--- config.mk ---
export PLATFORM = sky130hd
export DESIGN_NAME = ieee_host_ctrl
export DESIGN_NICKNAME = d
export VERILOG_FILES = /design/src/rtl/ieee_host_ctrl_pkg.sv /design/src/rtl/ieee_host_ctrl.sv
export SDC_FILE = /design/constraint.sdc
export NUM_CORES = 1
export LEC_CHECK = 0
export CORE_UTILIZATION = 47
export DETAILED_ROUTE_END_ITERATION = 10
export PLACE_DENSITY = 0.75
export SLEW_MARGIN = 10
export SYNTH_ARGS = -nofsm -noshare
export SYNTH_HDL_FRONTEND = slang
export SYNTH_SLANG_ARGS = --single-unit
--- constraint.sdc ---
create_clock -name clk_sys -period 1.95 [get_ports clk_sys]
set_clock_uncertainty 0.15 [all_clocks]
set_input_delay 0.585 -clock clk_sys [delete_from_list [all_inputs] [get_ports clk_sys]]
set_output_delay 0.585 -clock clk_sys [all_outputs]
set_load 0.1 [all_outputs]
--- src/rtl/ieee_host_ctrl_pkg.sv ---
// Shared IEEE-488 bus type for the CBM-II host and drive models.
// All fields are active-low; 1 means released.
package ieee_host_ctrl_pkg;

   typedef struct packed {
      logic [7:0] data;
      logic       dav;
      logic       nrfd;
      logic       ndac;
      logic       eoi;
      logic       atn;
      logic       srq;
      logic       ren;
      logic       ifc;
   } st_ieee_bus;

endpackage

--- src/rtl/ieee_host_ctrl.sv ---
// IEEE-488 controller handshake engine: talks (command/data) and listens over DAV/NRFD/NDAC.
// Define IEEE_HOST_TIMEOUT_EN to enable the handshake watchdog (TIMEOUT ce ticks).
module ieee_host_ctrl
   import ieee_host_ctrl_pkg::*;
#(
   parameter int unsigned T_SETTLE = 2,
   parameter int unsigned TIMEOUT  = 65535
) (
   input  logic       clk_sys,
   input  logic       reset,
   input  logic       ce,
   input  logic       cmd_valid,
   output logic       cmd_ready,
   input  logic       cmd_dir,
   input  logic       cmd_atn,
   input  logic       cmd_eoi,
   input  logic [7:0] cmd_data,
   output logic       rsp_valid,
   output logic [7:0] rsp_data,
   output logic       rsp_eoi,
   output logic [1:0] rsp_err,
   input  st_ieee_bus bus_i,
   output st_ieee_bus bus_o
);

   localparam logic [2:0] S_IDLE  = 3'd0;
   localparam logic [2:0] S_T_SET = 3'd1;
   localparam logic [2:0] S_T_RFD = 3'd2;
   localparam logic [2:0] S_T_DAC = 3'd3;
   localparam logic [2:0] S_L_RFD = 3'd4;
   localparam logic [2:0] S_L_DAC = 3'd5;
   localparam logic [2:0] S_DONE  = 3'd6;

   if (TIMEOUT == 0 || TIMEOUT > 65536) begin : g_bad_timeout
      $error("ieee_host_ctrl: TIMEOUT must be in 1..65536");
   end
   if (T_SETTLE > 65535) begin : g_bad_settle
      $error("ieee_host_ctrl: T_SETTLE must be below 65536");
   end

   logic [2:0]  state_q, state_d;
   logic        atn_q, src_q, dav_q, eoi_q, nrfd_q, ndac_q;
   logic [7:0]  tx_q;
   logic        tx_eoi_q;
   logic [15:0] set_cnt_q;
   logic [7:0]  work_data_q;
   logic        work_eoi_q;
   logic [1:0]  work_err_q;

   logic [7:0]  bus_data_q;
   logic        bus_dav_q, bus_nrfd_q, bus_ndac_q, bus_eoi_q;

   logic        accept, settle_done, to_hit, to_fire, in_wait;
   logic        unused_bus;

   assign unused_bus  = ^{bus_i.atn, bus_i.srq, bus_i.ren, bus_i.ifc};
   assign cmd_ready   = (state_q == S_IDLE) && !reset;
   assign accept      = cmd_valid && cmd_ready && ce;
   assign settle_done = (32'(set_cnt_q) + 32'd1) >= T_SETTLE;
   assign in_wait     = (state_q == S_T_RFD) || (state_q == S_T_DAC) ||
                        (state_q == S_L_RFD) || (state_q == S_L_DAC);

   // One clk_sys stage on the bus before any decision is made from it.
   always_ff @(posedge clk_sys) begin
      if (reset) begin
         bus_data_q <= 8'hFF;
         bus_dav_q  <= 1'b1;
         bus_nrfd_q <= 1'b1;
         bus_ndac_q <= 1'b1;
         bus_eoi_q  <= 1'b1;
      end else begin
         bus_data_q <= bus_i.data;
         bus_dav_q  <= bus_i.dav;
         bus_nrfd_q <= bus_i.nrfd;
         bus_ndac_q <= bus_i.ndac;
         bus_eoi_q  <= bus_i.eoi;
      end
   end

`ifdef IEEE_HOST_TIMEOUT_EN
   logic [15:0] to_cnt_q;

   assign to_hit = (32'(to_cnt_q) + 32'd1) >= TIMEOUT;

   always_ff @(posedge clk_sys) begin
      if (reset) begin
         to_cnt_q <= '0;
      end else if (ce) begin
         if (state_d != state_q) begin
            to_cnt_q <= '0;
         end else if (in_wait) begin
            to_cnt_q <= to_cnt_q + 16'd1;
         end
      end
   end
`else
   assign to_hit = 1'b0;
`endif

   always_comb begin
      state_d = state_q;
      to_fire = 1'b0;
      case (state_q)
         S_IDLE:  if (accept) state_d = cmd_dir ? S_L_RFD : S_T_SET;
         S_T_SET: if (settle_done) state_d = (bus_nrfd_q && bus_ndac_q) ? S_DONE : S_T_RFD;
         S_T_RFD: begin
            if (bus_nrfd_q) state_d = S_T_DAC;
            else if (to_hit) to_fire = 1'b1;
         end
         S_T_DAC: begin
            if (bus_ndac_q) state_d = S_DONE;
            else if (to_hit) to_fire = 1'b1;
         end
         S_L_RFD: begin
            if (!bus_dav_q) state_d = S_L_DAC;
            else if (to_hit) to_fire = 1'b1;
         end
         S_L_DAC: begin
            // NDAC is re-asserted on the DAV-high tick; DONE follows on the next tick.
            if (!ndac_q) state_d = S_DONE;
            else if (!bus_dav_q && to_hit) to_fire = 1'b1;
         end
         S_DONE:  state_d = S_IDLE;
         default: state_d = S_IDLE;
      endcase
      if (to_fire) state_d = S_DONE;
   end

   always_ff @(posedge clk_sys) begin
      if (reset) begin
         state_q     <= S_IDLE;
         atn_q       <= 1'b0;
         src_q       <= 1'b0;
         dav_q       <= 1'b1;
         eoi_q       <= 1'b1;
         nrfd_q      <= 1'b1;
         ndac_q      <= 1'b1;
         tx_q        <= 8'h00;
         tx_eoi_q    <= 1'b0;
         set_cnt_q   <= '0;
         work_data_q <= 8'h00;
         work_eoi_q  <= 1'b0;
         work_err_q  <= 2'b00;
         rsp_valid   <= 1'b0;
         rsp_data    <= 8'h00;
         rsp_eoi     <= 1'b0;
         rsp_err     <= 2'b00;
      end else if (ce) begin
         state_q   <= state_d;
         rsp_valid <= 1'b0;
         case (state_q)
            S_IDLE: if (accept) begin
               atn_q       <= cmd_atn & ~cmd_dir;
               tx_q        <= cmd_data;
               tx_eoi_q    <= cmd_eoi;
               set_cnt_q   <= '0;
               work_data_q <= cmd_data;
               work_eoi_q  <= 1'b0;
               work_err_q  <= 2'b00;
               if (cmd_dir) begin
                  ndac_q <= 1'b0;
                  nrfd_q <= 1'b1;
               end else begin
                  src_q <= 1'b1;
               end
            end
            S_T_SET: begin
               set_cnt_q <= set_cnt_q + 16'd1;
               if (settle_done && bus_nrfd_q && bus_ndac_q) begin
                  work_err_q <= 2'b01;
                  src_q      <= 1'b0;
               end
            end
            S_T_RFD: if (bus_nrfd_q) begin
               dav_q <= 1'b0;
               eoi_q <= ~tx_eoi_q;
            end
            S_T_DAC: if (bus_ndac_q) begin
               dav_q <= 1'b1;
               eoi_q <= 1'b1;
               src_q <= 1'b0;
            end
            S_L_RFD: if (!bus_dav_q) begin
               work_data_q <= ~bus_data_q;
               work_eoi_q  <= ~bus_eoi_q;
               nrfd_q      <= 1'b0;
               ndac_q      <= 1'b1;
            end
            S_L_DAC: if (ndac_q && bus_dav_q) ndac_q <= 1'b0;
            S_DONE: begin
               rsp_valid <= 1'b1;
               rsp_data  <= work_data_q;
               rsp_eoi   <= work_eoi_q;
               rsp_err   <= work_err_q;
               nrfd_q    <= 1'b1;
               ndac_q    <= 1'b1;
            end
            default: ;
         endcase
         if (to_fire) begin
            dav_q      <= 1'b1;
            eoi_q      <= 1'b1;
            src_q      <= 1'b0;
            nrfd_q     <= 1'b1;
            ndac_q     <= 1'b1;
            work_err_q <= 2'b10;
         end
      end
   end

   always_comb begin
      bus_o      = '1;
      bus_o.data = src_q ? ~tx_q : 8'hFF;
      bus_o.dav  = dav_q;
      bus_o.nrfd = nrfd_q;
      bus_o.ndac = ndac_q;
      bus_o.eoi  = eoi_q;
      bus_o.atn  = ~atn_q;
   end

endmodule

==> results by group, run 1 <==
Global route
  • GRT overflow: 0
  • Initial antenna violation count: 0
  • Vias in the first global route: 3170
  • First-pass GRT wire length: 14.7 mm
  • Total Routing Usage GR: 25.1%
  • Largest net degree at the start of global routing: 51

Final layout
  • Most common cell after layout, fill and taps aside: dfxtp_1
  • Core Util, Final: 72.0%
  • Antenna cell count: 0
  • Most frequent cells in the layout: 61 x dfxtp_1, 58 x buf_4, 56 x nor2_1, 42 x nand2_1, 40 x a21oi_1
  • Nets: 536
  • Layout filler cell count: 527
  • Layout cells sized above 1: 31.7%
  • Synth-to-layout area growth: 47.3%
  • Post-route cell area: 0.00492 sq mm

Worst setup path
  • Delay-heaviest family, CP: compound AO/OA/AOI/OAI gates
  • Largest stage delay on the critical path: 0.42 ns
  • Req. time, crit path: 2.08 ns
  • Crit path buf inv count: 0
  • WP data arrival: 2.21 ns
  • Slowest-stage cell, CP: or4_4
  • CP cell instances: ha_4 -> and3_4 -> or4_4 -> a21oi_4 -> o2111ai_4 -> o31a_1 -> o21ai_2
  • R2R setup slack: -0.13 ns
  • CP endpoint kind: register
  • Startpoint Class: register
  • Setup CP Type: reg -> reg
  • CP Max Fanout: 4

Placement
  • Buffers on Ports: 51
  • DP Wirelength: 5.90 mm
  • GP Congestion: 0.860
  • DP Area: 0.00447 sq mm

Min path
  • Worst hold path type: reg -> reg

Floorplan
  • Initial Utilization: 48.9%
  • Die area: 0.00744 sq mm
  • Row count: 30
  • Die Y: 86.3 um
  • DIE WIDTH: 86.3 um
  • Ports: 60
  • Core footprint: 0.00683 sq mm

Status
  • Status: finished, violations left
  • Failing checks: negative setup slack

Clock tree
  • CTS tree: done
  • Hold_buf cts: 0
  • Clk slew on worst S/H paths: 0.08 ns
  • Clock Path Buffers: 2
  • Clk root buf: clkbuf_8
  • CTS Sinks: 67
  • CTS buffer count: 9
  • Worst-Skew Late Latency: 0.35 ns
  • CTS H-tree depth: 3

Detailed routing
  • Vias: 3226
  • DR vias/cell: 5.34
  • Routed Antenna Nets: 0
  • Drt initial violations: 103
  • Drt wl/cell: 14.5 um
  • DRT Wirelength: 8.74 mm
  • TritonRoute pass-1 iters: 4
  • DRC viols: 0

Power
  • LEAKAGE: 1.86 nW
  • Internal: 2.28 mW
  • Net Sw Frac: 29.9%
  • Power Dens Cells: 663 mW/mm^2
  • Max IR drop VDD: 478 uV
  • Power consumption: 3.26 mW
  • Combinational group share of total power: 18.3%
  • Sequential share of power: 44.3%
  • Switch Pwr: 0.973 mW
  • Clock Power Share: 37.4%

Yosys
  • Synth unique cells: 59
  • Main synth FF type: dfxtp_1
  • Cells after Synth: 411
  • Share of the synthesized area in the top cell type: 40.2%
  • Ys async rst share: 0%
  • Cell Area, Synth: 0.00334 sq mm
  • Top cells by area, synth: dfxtp_1 40%, nor2_1 6.5%, a21oi_1 6.3%
  • Yosys warns: 0
  • Seq cells post-synth: 67
  • Post-synth EDFFs: 0
  • Post-synthesis average cell area: 8.12 sq um
  • Seq/Total Area, Yosys: 40.2%
  • Post-synth top area cell: dfxtp_1

STA
  • Period utilization: 107%
  • Final Setup Violations: 6
  • Unrepaired setup endpoints after global routing: yes
  • Max Slew Vio Count: 0
  • Hold Violations, Final: 0
  • F_max: 480 MHz
  • Minimum clock period: 2.08 ns
  • Setup WS post-layout: -0.134 ns

Job
  • Maxcap violations: 0
cells in the mapped netlist (all sizes together), types with 2 or more instances:
cell type	n
o21ai	13
a31oi	3
buf	28
a21oi	43
a211oi	12
o211ai	5
xnor2	3
clkbuf	14
dfxtp	67
nand2b	10
nor2b	3
a21o	2
mux2i	14
o41ai	2
o31a	2
or2	12
nand3	9
or4	2
and3	4
nand4	5
nand3b	5
nand2	42
ha	2
and4	6
a311oi	5
nor3	13
nor2	58
nor4	3
inv	6
conb	2
power by group through the flow:
stage	Combinational [mW]	Clock, mW	Sequential [mW]
after floorplan	0.358	0	1.46
after global placement	0.519	0	1.48
after detailed placement	0.526	0	1.48
after CTS	0.573	1.25	1.44
after global routing	0.639	1.31	1.45
final	0.596	1.22	1.44
cells by family (layout without fill, tap and decap cells):
| logic type | count (synthesis) | count (layout) | share of synthesized area [%] |
|---|---|---|---|
| adder cells (fa/ha/maj) | 2 | 2 | 0.750 |
| other | 2 | 4 | 0.225 |
| AO/OA/AOI/OAI | 96 | 96 | 19.0 |
| buffers and inverters | 48 | 143 | 7.50 |
| XOR/XNOR | 4 | 4 | 1.05 |
| multiplexers | 15 | 15 | 4.54 |
| flip-flops | 67 | 67 | 40.2 |
| AND/OR/NAND/NOR | 177 | 177 | 26.7 |
worst reg2reg max path: stages, from the launching register on:
cell and delay [ns]:
dfxtp_4 0.36, ha_4 0.16, and3_4 0.18, or4_4 0.43, a21oi_4 0.17, o2111ai_4 0.18, o31a_1 0.29, o21ai_2 0.10
area by class of cell:
class	instances	area [sq um]	share of cell area, %
flip-flops and latches	67	1360	27.6
repair buffers	121	1350	27.4
clock buffers	9	124	2.52
multi-input cells	298	1860	37.9
well taps	96	120	2.44
inverters	6	22.5	0.458
clock inverters	7	83.8	1.71
layer usage:
metal  GRT usage [%]  wire length (um)  vias up
li1                -                 -     1610
met3            7.33               421       12
met5               0                 0        -
met2            42.6              4340       75
met4            8.79               122        0
met1            30.3              3850     1529
what timing repair did:
action | 4_1_cts | 5_1_grt
pin swaps | 10 | 11
resized for setup | 28 | 17
buffers inserted | 11 | 5
setup endpoints to repair | 43 | 13
registers in the layout (all words and copies together), names as in the netlist, 3 cells and up:
register     flops
tx_q             8
state_q          3
set_cnt_q       16
bus_data_q       8
rsp_data         8
work_data_q      8
through the flow:
step	hold slack [ns]	cells	worst slack [ns]	TNS, ns
floorplan	0.282	413	-0.674	-0.873
global placement	0.292	574	-0.572	-19.08
detailed placement	0.296	574	-0.592	-19.89
CTS	0.304	599	-0.146	-0.688
global route	0.336	604	-0.194	-1.01
finish	0.305	604	-0.134	-0.546
path summary, 6_finish.rpt:
check                                   start                       end  depth (start not counted)
hold / removal    work_data_q[7]$_SDFFE_PP0P_  rsp_data[7]$_SDFFE_PP0P_                          2
hold reg to reg   work_data_q[7]$_SDFFE_PP0P_  rsp_data[7]$_SDFFE_PP0P_                          2
setup / recovery    set_cnt_q[1]$_SDFFE_PP0P_        src_q$_SDFFE_PP0P_                          7
setup reg to reg    set_cnt_q[1]$_SDFFE_PP0P_        src_q$_SDFFE_PP0P_                          7
Note: power is estimated with default switching activity, not from simulation.
==> run 2: changes to the inputs <==
--- a/config.mk
+++ b/config.mk
@@ -5,10 +5,10 @@
 export SDC_FILE = /design/constraint.sdc
 export NUM_CORES = 1
 export LEC_CHECK = 0
-export CORE_UTILIZATION = 47
+export CORE_UTILIZATION = 32
 export DETAILED_ROUTE_END_ITERATION = 10
-export PLACE_DENSITY = 0.75
 export SLEW_MARGIN = 10
 export SYNTH_ARGS = -nofsm -noshare
 export SYNTH_HDL_FRONTEND = slang
 export SYNTH_SLANG_ARGS = --single-unit
+export TNS_END_PERCENT = 5
==> results by group, run 2 (synthesized netlist as in run 1, its figures left out) <==
Detailed routing
  • DRC viols: 0 (unchanged)
  • DR vias/cell: 4.86 (was 5.34)
  • Routed Antenna Nets: 0 (unchanged)
  • Vias: 3102 (was 3226)
  • Drt wl/cell: 12.9 um (was 14.5 um)
  • Drt initial violations: 122 (was 103)
  • TritonRoute pass-1 iters: 4 (unchanged)
  • DRT Wirelength: 8.24 mm (was 8.74 mm)

Final layout
  • Max reg flops: 16 (unchanged)
  • Layout cells sized above 1: 30.5% (was 31.7%)
  • Antenna cell count: 0 (unchanged)
  • Final cell count without fillers: 638 (was 604)
  • Largest reg by FF count: set_cnt_q (unchanged)
  • Most frequent cells in the layout: 64 x buf_4, 62 x dfxtp_1, 57 x nor2_1, 42 x nand2_1, 42 x a21oi_1 (was 61 x dfxtp_1, 58 x buf_4, 56 x nor2_1, 42 x nand2_1, 40 x a21oi_1)
  • Nets: 533 (was 536)
  • Post-route cell area: 0.00486 sq mm (was 0.00492 sq mm)
  • Most common cell after layout, fill and taps aside: buf_4 (was dfxtp_1)
  • Core Util, Final: 48.9% (was 72.0%)
  • Synth-to-layout area growth: 45.7% (was 47.3%)

Floorplan
  • Ports: 60 (unchanged)
  • Core footprint: 0.00995 sq mm (was 0.00683 sq mm)
  • Die Y: 104 um (was 86.3 um)
  • Initial Utilization: 33.5% (was 48.9%)
  • Die area: 0.0108 sq mm (was 0.00744 sq mm)
  • DIE WIDTH: 104 um (was 86.3 um)
  • Row count: 36 (was 30)

Power
  • LEAKAGE: 1.83 nW (was 1.86 nW)
  • Max IR drop VDD: 377 uV (was 478 uV)
  • Power Dens Cells: 635 mW/mm^2 (was 663 mW/mm^2)
  • Power consumption: 3.09 mW (was 3.26 mW)

Worst setup path
  • CP Max Fanout: 3 (was 4)
  • CP endpoint kind: register (unchanged)
  • Req. time, crit path: 2.07 ns (was 2.08 ns)
  • Startpoint Class: register (unchanged)
  • Setup CP Type: reg -> reg (unchanged)
  • WP data arrival: 2.17 ns (was 2.21 ns)

STA
  • F_max: 488 MHz (was 480 MHz)
  • Final Setup Violations: 14 (was 6)
  • Minimum clock period: 2.05 ns (was 2.08 ns)
  • Period utilization: 105% (was 107%)
  • Slew @ Worst Pin: 0.603 ns
  • Final setup TNS: -0.781 ns (was -0.546 ns)
  • Hold WS: 0.309 ns (was 0.305 ns)
  • Hold Violations, Final: 0 (unchanged)
  • Unrepaired setup endpoints after global routing: yes (unchanged)
  • Setup WS post-layout: -0.0980 ns (was -0.134 ns)
  • Max Slew Vio Count: 0 (unchanged)
  • Max-slew headroom: 59.8%

Placement
  • DP Wirelength: 6.03 mm (was 5.90 mm)
  • Buffers on Ports: 51 (unchanged)
  • GP Congestion: 0.872 (was 0.860)
  • DP Area: 0.00455 sq mm (was 0.00447 sq mm)
  • Dpl ws: -0.536 ns (was -0.592 ns)
  • Placed Cells: 619 (was 574)

Clock tree
  • CTS buffer count: 9 (unchanged)
  • CTS Sinks: 67 (unchanged)
  • Clk root buf: clkbuf_8 (unchanged)
  • Hold_buf cts: 0 (unchanged)
  • Clock Path Buffers: 2 (unchanged)
  • Clk slew on worst S/H paths: 0.07 ns (was 0.08 ns)
  • CTS tree: done (unchanged)
  • Worst-Skew Late Latency: 0.34 ns (was 0.35 ns)
  • CTS H-tree depth: 3 (unchanged)

Global route
  • Initial antenna violation count: 0 (unchanged)
  • Largest net degree at the start of global routing: 63 (was 51)
  • GRT overflow: 0 (unchanged)
  • Vias in the first global route: 2966 (was 3170)
  • Total Routing Usage GR: 16.0% (was 25.1%)
  • First-pass GRT wire length: 14.1 mm (was 14.7 mm)

Job
  • Maxcap violations: 0 (unchanged)

Min path
  • Worst hold path type: reg -> reg (unchanged)

Status
  • Status: finished, violations left (unchanged)
  • Failing checks: negative setup slack (unchanged)
==> run 2: cell count changes in the layout (fill, tap and decap cells not counted), moves of 2 or more <==
cell / previous run / this run
a21oi_1: 40 / 42
clkinv_2: 0 / 2
buf_6: 10 / 2
a21oi_2: 2 / 0
buf_4: 58 / 64
==> run 2: layer usage <==
metal	up-vias	track usage, %	share of wire (%)
met5	-	0	0
met4	0	3.37	0.69
met3	6	4.51	5.0
met2	87	26.3	47
met1	1410	20.7	47
li1	1599	-	-
==> run 2: worst paths after layout <==
check	from	endpoint	slack, ns	depth (start not counted)
worst max-delay path	set_cnt_q[1]$_SDFFE_PP0P_	src_q$_SDFFE_PP0P_	-0.1	7
worst min-delay path	work_err_q[0]$_SDFFE_PP0P_	rsp_err[0]$_SDFFE_PP0P_	0.31	2
worst max register to register	set_cnt_q[1]$_SDFFE_PP0P_	src_q$_SDFFE_PP0P_	-0.1	7
worst min register to register	work_err_q[0]$_SDFFE_PP0P_	rsp_err[0]$_SDFFE_PP0P_	0.31	2
==> run 2: power breakdown <==
part | switching (mW) | internal (mW)
Sequential | 0.0373 | 1.41
Clock | 0.562 | 0.507
Combinational | 0.314 | 0.260
==> run 2: cell type report <==
type	instances	area, sq um
inverter	6	26.3
tap	133	166
sequential	67	1360
timing repair buffer	118	1290
multi-input combinational	298	1850
clock buffer	10	138
clock inverter	6	45.0
fill	933	5090
==> run 2: critical path, stage by stage (launching register included) <==
cell and delay (ns):
dfxtp_2 0.34, ha_4 0.16, and3_4 0.17, or4_4 0.42
a21oi_4 0.16, o2111ai_4 0.17, o31a_1 0.29, o21ai_2 0.11
==> run 2: repair_timing <==
action,4_1_cts,5_1_grt
buffers inserted,4,1
resized for setup,26,6
pin swaps,7,2
setup endpoints to repair,50,19
